==> config.mk <==
export PLATFORM = sky130hd
export DESIGN_NAME = emu_frame_sequencer
export DESIGN_NICKNAME = d
export VERILOG_FILES = /design/src/rtl/emu_pkg.sv /design/src/rtl/emu_frame_sequencer.sv
export SDC_FILE = /design/constraint.sdc
export NUM_CORES = 1
export LEC_CHECK = 0
export ABC_AREA = 1
export CORE_MARGIN = 2
export CORE_UTILIZATION = 41
export DETAILED_ROUTE_END_ITERATION = 10
export HOLD_SLACK_MARGIN = 0.08
export PLACE_DENSITY = 0.86
export SLEW_MARGIN = 10
export SYNTH_ARGS = -nofsm -noshare
export SYNTH_HDL_FRONTEND = slang
export SYNTH_SLANG_ARGS = --single-unit
==> constraint.sdc <==
create_clock -name clk_emu -period 1.3 [get_ports clk_emu]
set_input_delay 0.26 -clock clk_emu [delete_from_list [all_inputs] [get_ports clk_emu]]
set_output_delay 0.26 -clock clk_emu [all_outputs]
set_load 0.01 [all_outputs]
==> src/rtl/emu_pkg.sv <==
`default_nettype none
// ============================================================================
//  Module   : emu_pkg
//  Brief    : Shared state encoding and default frame sizes for the
//             co-emulation frame sequencers.
//  Revision : 1.0  initial release
// ============================================================================
package emu_pkg;

    localparam int c_STATE_W = 4;

    localparam logic [c_STATE_W-1:0] c_RECV   = 4'd0;
    localparam logic [c_STATE_W-1:0] c_FLUSH  = 4'd1;
    localparam logic [c_STATE_W-1:0] c_LOAD   = 4'd2;
    localparam logic [c_STATE_W-1:0] c_SETTLE = 4'd3;
    localparam logic [c_STATE_W-1:0] c_DUT_HI = 4'd4;
    localparam logic [c_STATE_W-1:0] c_DUT_LO = 4'd5;
    localparam logic [c_STATE_W-1:0] c_GET    = 4'd6;
    localparam logic [c_STATE_W-1:0] c_RADDR  = 4'd7;
    localparam logic [c_STATE_W-1:0] c_RWAIT  = 4'd8;
    localparam logic [c_STATE_W-1:0] c_SEND   = 4'd9;

    localparam int c_NUM_STIM_ARRAY = 4;
    localparam int c_NUM_OUT_ARRAY  = 3;
    localparam int c_ADDR_W         = 3;
    localparam int c_DUT_CYCLES     = 1;

endpackage
`default_nettype wire

==> src/rtl/emu_frame_sequencer.sv <==
`default_nettype none
// ============================================================================
//  Module   : emu_frame_sequencer
//  Brief    : Host-side transactor: byte stream in -> wrapper stimulus load,
//             clk_dut burst, output readback -> byte stream out.
//  Revision : 1.0  initial release
// ============================================================================
module emu_frame_sequencer
    import emu_pkg::*;
#(
    parameter int NUM_STIM_ARRAY = c_NUM_STIM_ARRAY,
    parameter int NUM_OUT_ARRAY  = c_NUM_OUT_ARRAY,
    parameter int ADDR_W         = c_ADDR_W,
    parameter int DUT_CYCLES     = c_DUT_CYCLES
) (
    input  logic              clk_emu,
    input  logic              rst_emu,
    input  logic [7:0]        rx_data,
    input  logic              rx_valid,
    output logic              rx_ready,
    output logic [7:0]        tx_data,
    output logic              tx_valid,
    input  logic              tx_ready,
    output logic [7:0]        Din_emu,
    input  logic [7:0]        Dout_emu,
    output logic [ADDR_W-1:0] Addr_emu,
    output logic              load_emu,
    output logic              get_emu,
    output logic              clk_dut,
    output logic              busy
);

    localparam int c_DCNT_W = (DUT_CYCLES > 1) ? $clog2(DUT_CYCLES) : 1;
    localparam logic [ADDR_W-1:0]   c_SCNT_LAST = ADDR_W'(NUM_STIM_ARRAY - 1);
    localparam logic [ADDR_W-1:0]   c_RCNT_LAST = ADDR_W'(NUM_OUT_ARRAY - 1);
    localparam logic [c_DCNT_W-1:0] c_DCNT_LAST = c_DCNT_W'(DUT_CYCLES - 1);

    logic [c_STATE_W-1:0] r_state;
    logic [ADDR_W-1:0]    r_scnt;
    logic [ADDR_W-1:0]    r_rcnt;
    logic [c_DCNT_W-1:0]  r_dcnt;

    logic [c_STATE_W-1:0] w_state_nxt;
    logic [ADDR_W-1:0]    w_scnt_nxt;
    logic [ADDR_W-1:0]    w_rcnt_nxt;
    logic [c_DCNT_W-1:0]  w_dcnt_nxt;
    logic [ADDR_W-1:0]    w_addr_nxt;
    logic [7:0]           w_din_nxt;
    logic [7:0]           w_tx_data_nxt;

    always_comb begin
        w_state_nxt   = r_state;
        w_scnt_nxt    = r_scnt;
        w_rcnt_nxt    = r_rcnt;
        w_dcnt_nxt    = r_dcnt;
        w_addr_nxt    = Addr_emu;
        w_din_nxt     = Din_emu;
        w_tx_data_nxt = tx_data;
        case (r_state)
            c_RECV: begin
                if (rx_valid && rx_ready) begin
                    w_addr_nxt = r_scnt;
                    w_din_nxt  = rx_data;
                    if (r_scnt == c_SCNT_LAST) begin
                        w_scnt_nxt  = '0;
                        w_state_nxt = c_FLUSH;
                    end else begin
                        w_scnt_nxt  = r_scnt + 1'b1;
                    end
                end
            end
            c_FLUSH:  w_state_nxt = c_LOAD;
            c_LOAD:   w_state_nxt = c_SETTLE;
            c_SETTLE: w_state_nxt = c_DUT_HI;
            c_DUT_HI: w_state_nxt = c_DUT_LO;
            c_DUT_LO: begin
                if (r_dcnt == c_DCNT_LAST) begin
                    w_dcnt_nxt  = '0;
                    w_state_nxt = c_GET;
                end else begin
                    w_dcnt_nxt  = r_dcnt + 1'b1;
                    w_state_nxt = c_DUT_HI;
                end
            end
            c_GET: begin
                w_rcnt_nxt  = '0;
                w_addr_nxt  = '0;
                w_state_nxt = c_RADDR;
            end
            c_RADDR:  w_state_nxt = c_RWAIT;
            c_RWAIT: begin
                w_tx_data_nxt = Dout_emu;
                w_state_nxt   = c_SEND;
            end
            c_SEND: begin
                if (tx_valid && tx_ready) begin
                    if (r_rcnt == c_RCNT_LAST) begin
                        w_rcnt_nxt  = '0;
                        w_state_nxt = c_RECV;
                    end else begin
                        w_rcnt_nxt  = r_rcnt + 1'b1;
                        w_addr_nxt  = r_rcnt + 1'b1;
                        w_state_nxt = c_RADDR;
                    end
                end
            end
            default:  w_state_nxt = c_RECV;
        endcase
    end

    // Strobes and handshake flags are decoded from the next state so that
    // each one is a clean register output aligned to its state.
    always_ff @(posedge clk_emu) begin
        if (rst_emu) begin
            r_state  <= c_RECV;
            r_scnt   <= '0;
            r_rcnt   <= '0;
            r_dcnt   <= '0;
            Addr_emu <= '0;
            Din_emu  <= '0;
            tx_data  <= '0;
            rx_ready <= 1'b1;
            tx_valid <= 1'b0;
            load_emu <= 1'b0;
            get_emu  <= 1'b0;
            clk_dut  <= 1'b0;
            busy     <= 1'b0;
        end else begin
            r_state  <= w_state_nxt;
            r_scnt   <= w_scnt_nxt;
            r_rcnt   <= w_rcnt_nxt;
            r_dcnt   <= w_dcnt_nxt;
            Addr_emu <= w_addr_nxt;
            Din_emu  <= w_din_nxt;
            tx_data  <= w_tx_data_nxt;
            rx_ready <= (w_state_nxt == c_RECV);
            tx_valid <= (w_state_nxt == c_SEND);
            load_emu <= (w_state_nxt == c_LOAD);
            get_emu  <= (w_state_nxt == c_GET);
            clk_dut  <= (w_state_nxt == c_DUT_HI);
            busy     <= (w_state_nxt != c_RECV);
        end
    end

endmodule
`default_nettype wire

==> metrics.csv <==
stage,metric,value,unit
status,run_status,"complete, no violations",
grt,grt_max_degree,20,
grt,global_route.usage.met1,20.60,%
routing,drc,0,
logic_synthesis,synth_nets,215,
pwr,leakagePower,1.036,nW
floorplan,die_w,63.40,µm
logic_synthesis,synth_edf_count,0,
pwr,combPwrFrac,16.8,%
sta,fin_skew,0.004308,ns
routing,detail-route-antenna-nets,0,
cts,clock_latency,0.34,ns
worst_hold_path,hold_class,flop to flop,
pwr,finalPower,2.061,mW
final_layout,nets,279,
logic_synthesis,synth_ff_type,dfxtp_1,
routing,wl_per_cell,11.40,µm
logic_synthesis,ys_seq_area_share,48.44,%
floorplan,die_area,4019,µm²
placement,preCtsSetupSlack,-0.2758,ns
pwr,p_seq_share,56.0,%
critical_path,slowest_delay,0.38,ns
pwr,peakVddDrop,0.6916,mV
final_layout,drive_above_1_share,22.96,%
critical_path,cp-start-kind,flop,
pwr,p_sw,0.5538,mW
critical_path,path_max_fanout,6,
grt,grt_pass1_wl,5885,µm
logic_synthesis,synthCells,192,
grt,first_global_vias,1397,
cts,cts_buffers,5,
logic_synthesis,yosys.area.top_type,dfxtp_1,
critical_path,cp.required,1.57,ns
cts,cts-hold-fix-buffers,0,
cts,cts.path.max_buffers,2,
placement,place.gp.congestion,0.9043,
final_layout,antennaDiodeCount,0,
grt,antenna_found_initial,0,
final_layout,post-route-util,65.33,%
grt,grt_use_met2,31.97,%
placement,dpl_cell_area,2029,µm²
floorplan,pin_count,45,
routing,viasPerCell,4.743,
final_layout,fill_cells,301,
grt,grt_usage,18.43,%
cts,tritoncts,done,
routing,drtIter0Drc,46,
critical_path,worstSetupPathType,flop to flop,
floorplan,rows,21,
logic_synthesis,synthDominantCellAreaShare,48.44,%
sta,setup_viol,0,
placement,place_hpwl,2392,µm
logic_synthesis,syn_area,1446,µm²
placement,port_buffers,44,
sta,finalSetupTns,0,ns
final_layout,design_area,2197,µm²
critical_path,cp_slowest_cell,dfxtp_2,
cts,htree_levels,2,
floorplan,core_area,3363,µm²
logic_synthesis,ys_warn_count,0,
grt,grt_busiest_layer,met2,
pwr,power_density,938.1,nW/µm²
logic_synthesis,ys_types,23,
cts,cts_root_buf,clkbuf_4,
sta,rsz0062_at_grt,true,
logic_synthesis,ys_top_cells_by_area,"dfxtp_1 (48%), nand2_1 (10%), nor2_1 (8.6%), o21ai_0 (5.9%), inv_1 (5.2%)",
pwr,clkPwrFrac,27.1,%
sta,min_period,1.281,ns
sta,slew-limit-headroom,73.41,%
grt,grt_util_met3,5.893,%
grt,grt-ovfl-total,0,
sta,maxSlewViolCount,0,
sta,worst_slack,0.01871,ns
sta,finalCritPeriodShare,98.56,%
final_layout,layout_commonest_cell,nand2_1,
critical_path,worstSetupEndpointType,flop,
critical_path,worstPathCellList,"inv_1, nor2_4, nand2_4, o21ai_4, o21ai_0, a21oi_1",
pwr,p_sw_share,26.87,%
logic_synthesis,synth.avg_cell_area,7.533,µm²
logic_synthesis,ys_ff_latch,35,
run,maxCapViolCount,0,
cts,clk_pin_slew,0.10,ns
floorplan,start_util,43.01,%
critical_path,arrival,1.55,ns
routing,finalWirelength,3453,µm
routing,first_pass_iters,4,
floorplan,dieHeight,63.40,µm
pwr,p_int,1.507,mW
sta,finalHoldViolations,0,
final_layout,mostFrequentLayoutCells,"nand2_1 (37), dfxtp_1 (29), nor2_1 (29)",
sta,max_freq,780.5,MHz
cts,cts.sinks,35,
routing,num_vias,1437,
logic_synthesis,ys_async_sr_fraction,0,%
final_layout,area.growth.synth_to_final,51.90,%
sta,tightest_slew,0.3984,ns
## per-layer routing
metal	part of all wire [%]	vias to the layer above
li1	-	736
met1	42	650
met3	5.6	9
met2	50	42
met5	0	-
met4	1.9	0
## stage by stage
stage / instances / hold slack, ns
2_1_floorplan: 192 / 0.4046
3_3_place_gp: 292 / 0.4484
3_5_place_dp: 292 / 0.4549
4_1_cts: 302 / 0.4590
5_1_grt: 303 / 0.4664
6_report: 303 / 0.4652
## cells in the mapped netlist (2+ instances only)
cell       n
a211oi_1   3
o21ai_0   17
o22ai_1    2
dfxtp_1   35
nand2_1   39
nor2_2     4
nor2_1    33
a21oi_1   14
clkbuf_1   3
inv_1     20
nand3_2    2
ha_1       3
nand3_1    7
## logic make-up after synthesis
family	synth area share [%]
AO/OA/AOI/OAI	14.79
AND/OR/NAND/NOR	25.87
XOR/XNOR	0.6056
flip-flops	48.44
adder cells (fa/ha/maj)	2.595
buffers and inverters	7.698
## area by class of cell
| class | count | area [µm²] | share of cell area (%) |
|---|---|---|---|
| sequential | 35 | 710.7 | 32.35 |
| timing repair buffer | 62 | 544.3 | 24.77 |
| multi-input combinational | 130 | 748.2 | 34.05 |
| inverter | 22 | 86.33 | 3.929 |
| clock buffer | 7 | 45.04 | 2.050 |
| tap | 46 | 57.56 | 2.620 |
| clock inverter | 1 | 5.005 | 0.2278 |
## final timing paths
check	from	endpoint	slack (ns)	depth (start not counted)
setup / recovery	r_state[0]	r_rcnt[0]	0.02	6
hold / removal	Din_emu[4]	Din_emu[4]	0.47	2
setup reg to reg	r_state[0]	r_rcnt[0]	0.02	6
hold reg to reg	Din_emu[4]	Din_emu[4]	0.47	2
## worst max-delay path, delay by kind of cell (launching register included)
kind | cells | cell delay [ns]
AO/OA/AOI/OAI | 3 | 0.48
buffers and inverters | 1 | 0.11
flip-flops | 1 | 0.38
AND/OR/NAND/NOR | 2 | 0.25
## repair_timing
item	CTS	global route
endpoints found under the setup margin	51	21
pin swaps	6	11
hold endpoints to repair	0	0
buffers inserted	2	1
resized for setup	46	21
## sequential cells by signal (all words and copies together) (netlist names)
name	flops
rx_ready	1
tx_valid	1
Addr_emu	3
r_scnt	3
tx_data	8
busy	1
load_emu	1
r_rcnt	3
clk_dut	1
r_state	4
get_emu	1
Din_emu	8
## power groups by stage
stage	sequential [mW]	combinational (mW)	clock (mW)
floorplan	1.20	0.155	0
global placement	1.18	0.347	0
detailed placement	1.18	0.354	0
CTS	1.15	0.344	0.573
global route	1.16	0.385	0.638
finish	1.15	0.347	0.559
Power figures use the tool's default switching activity.
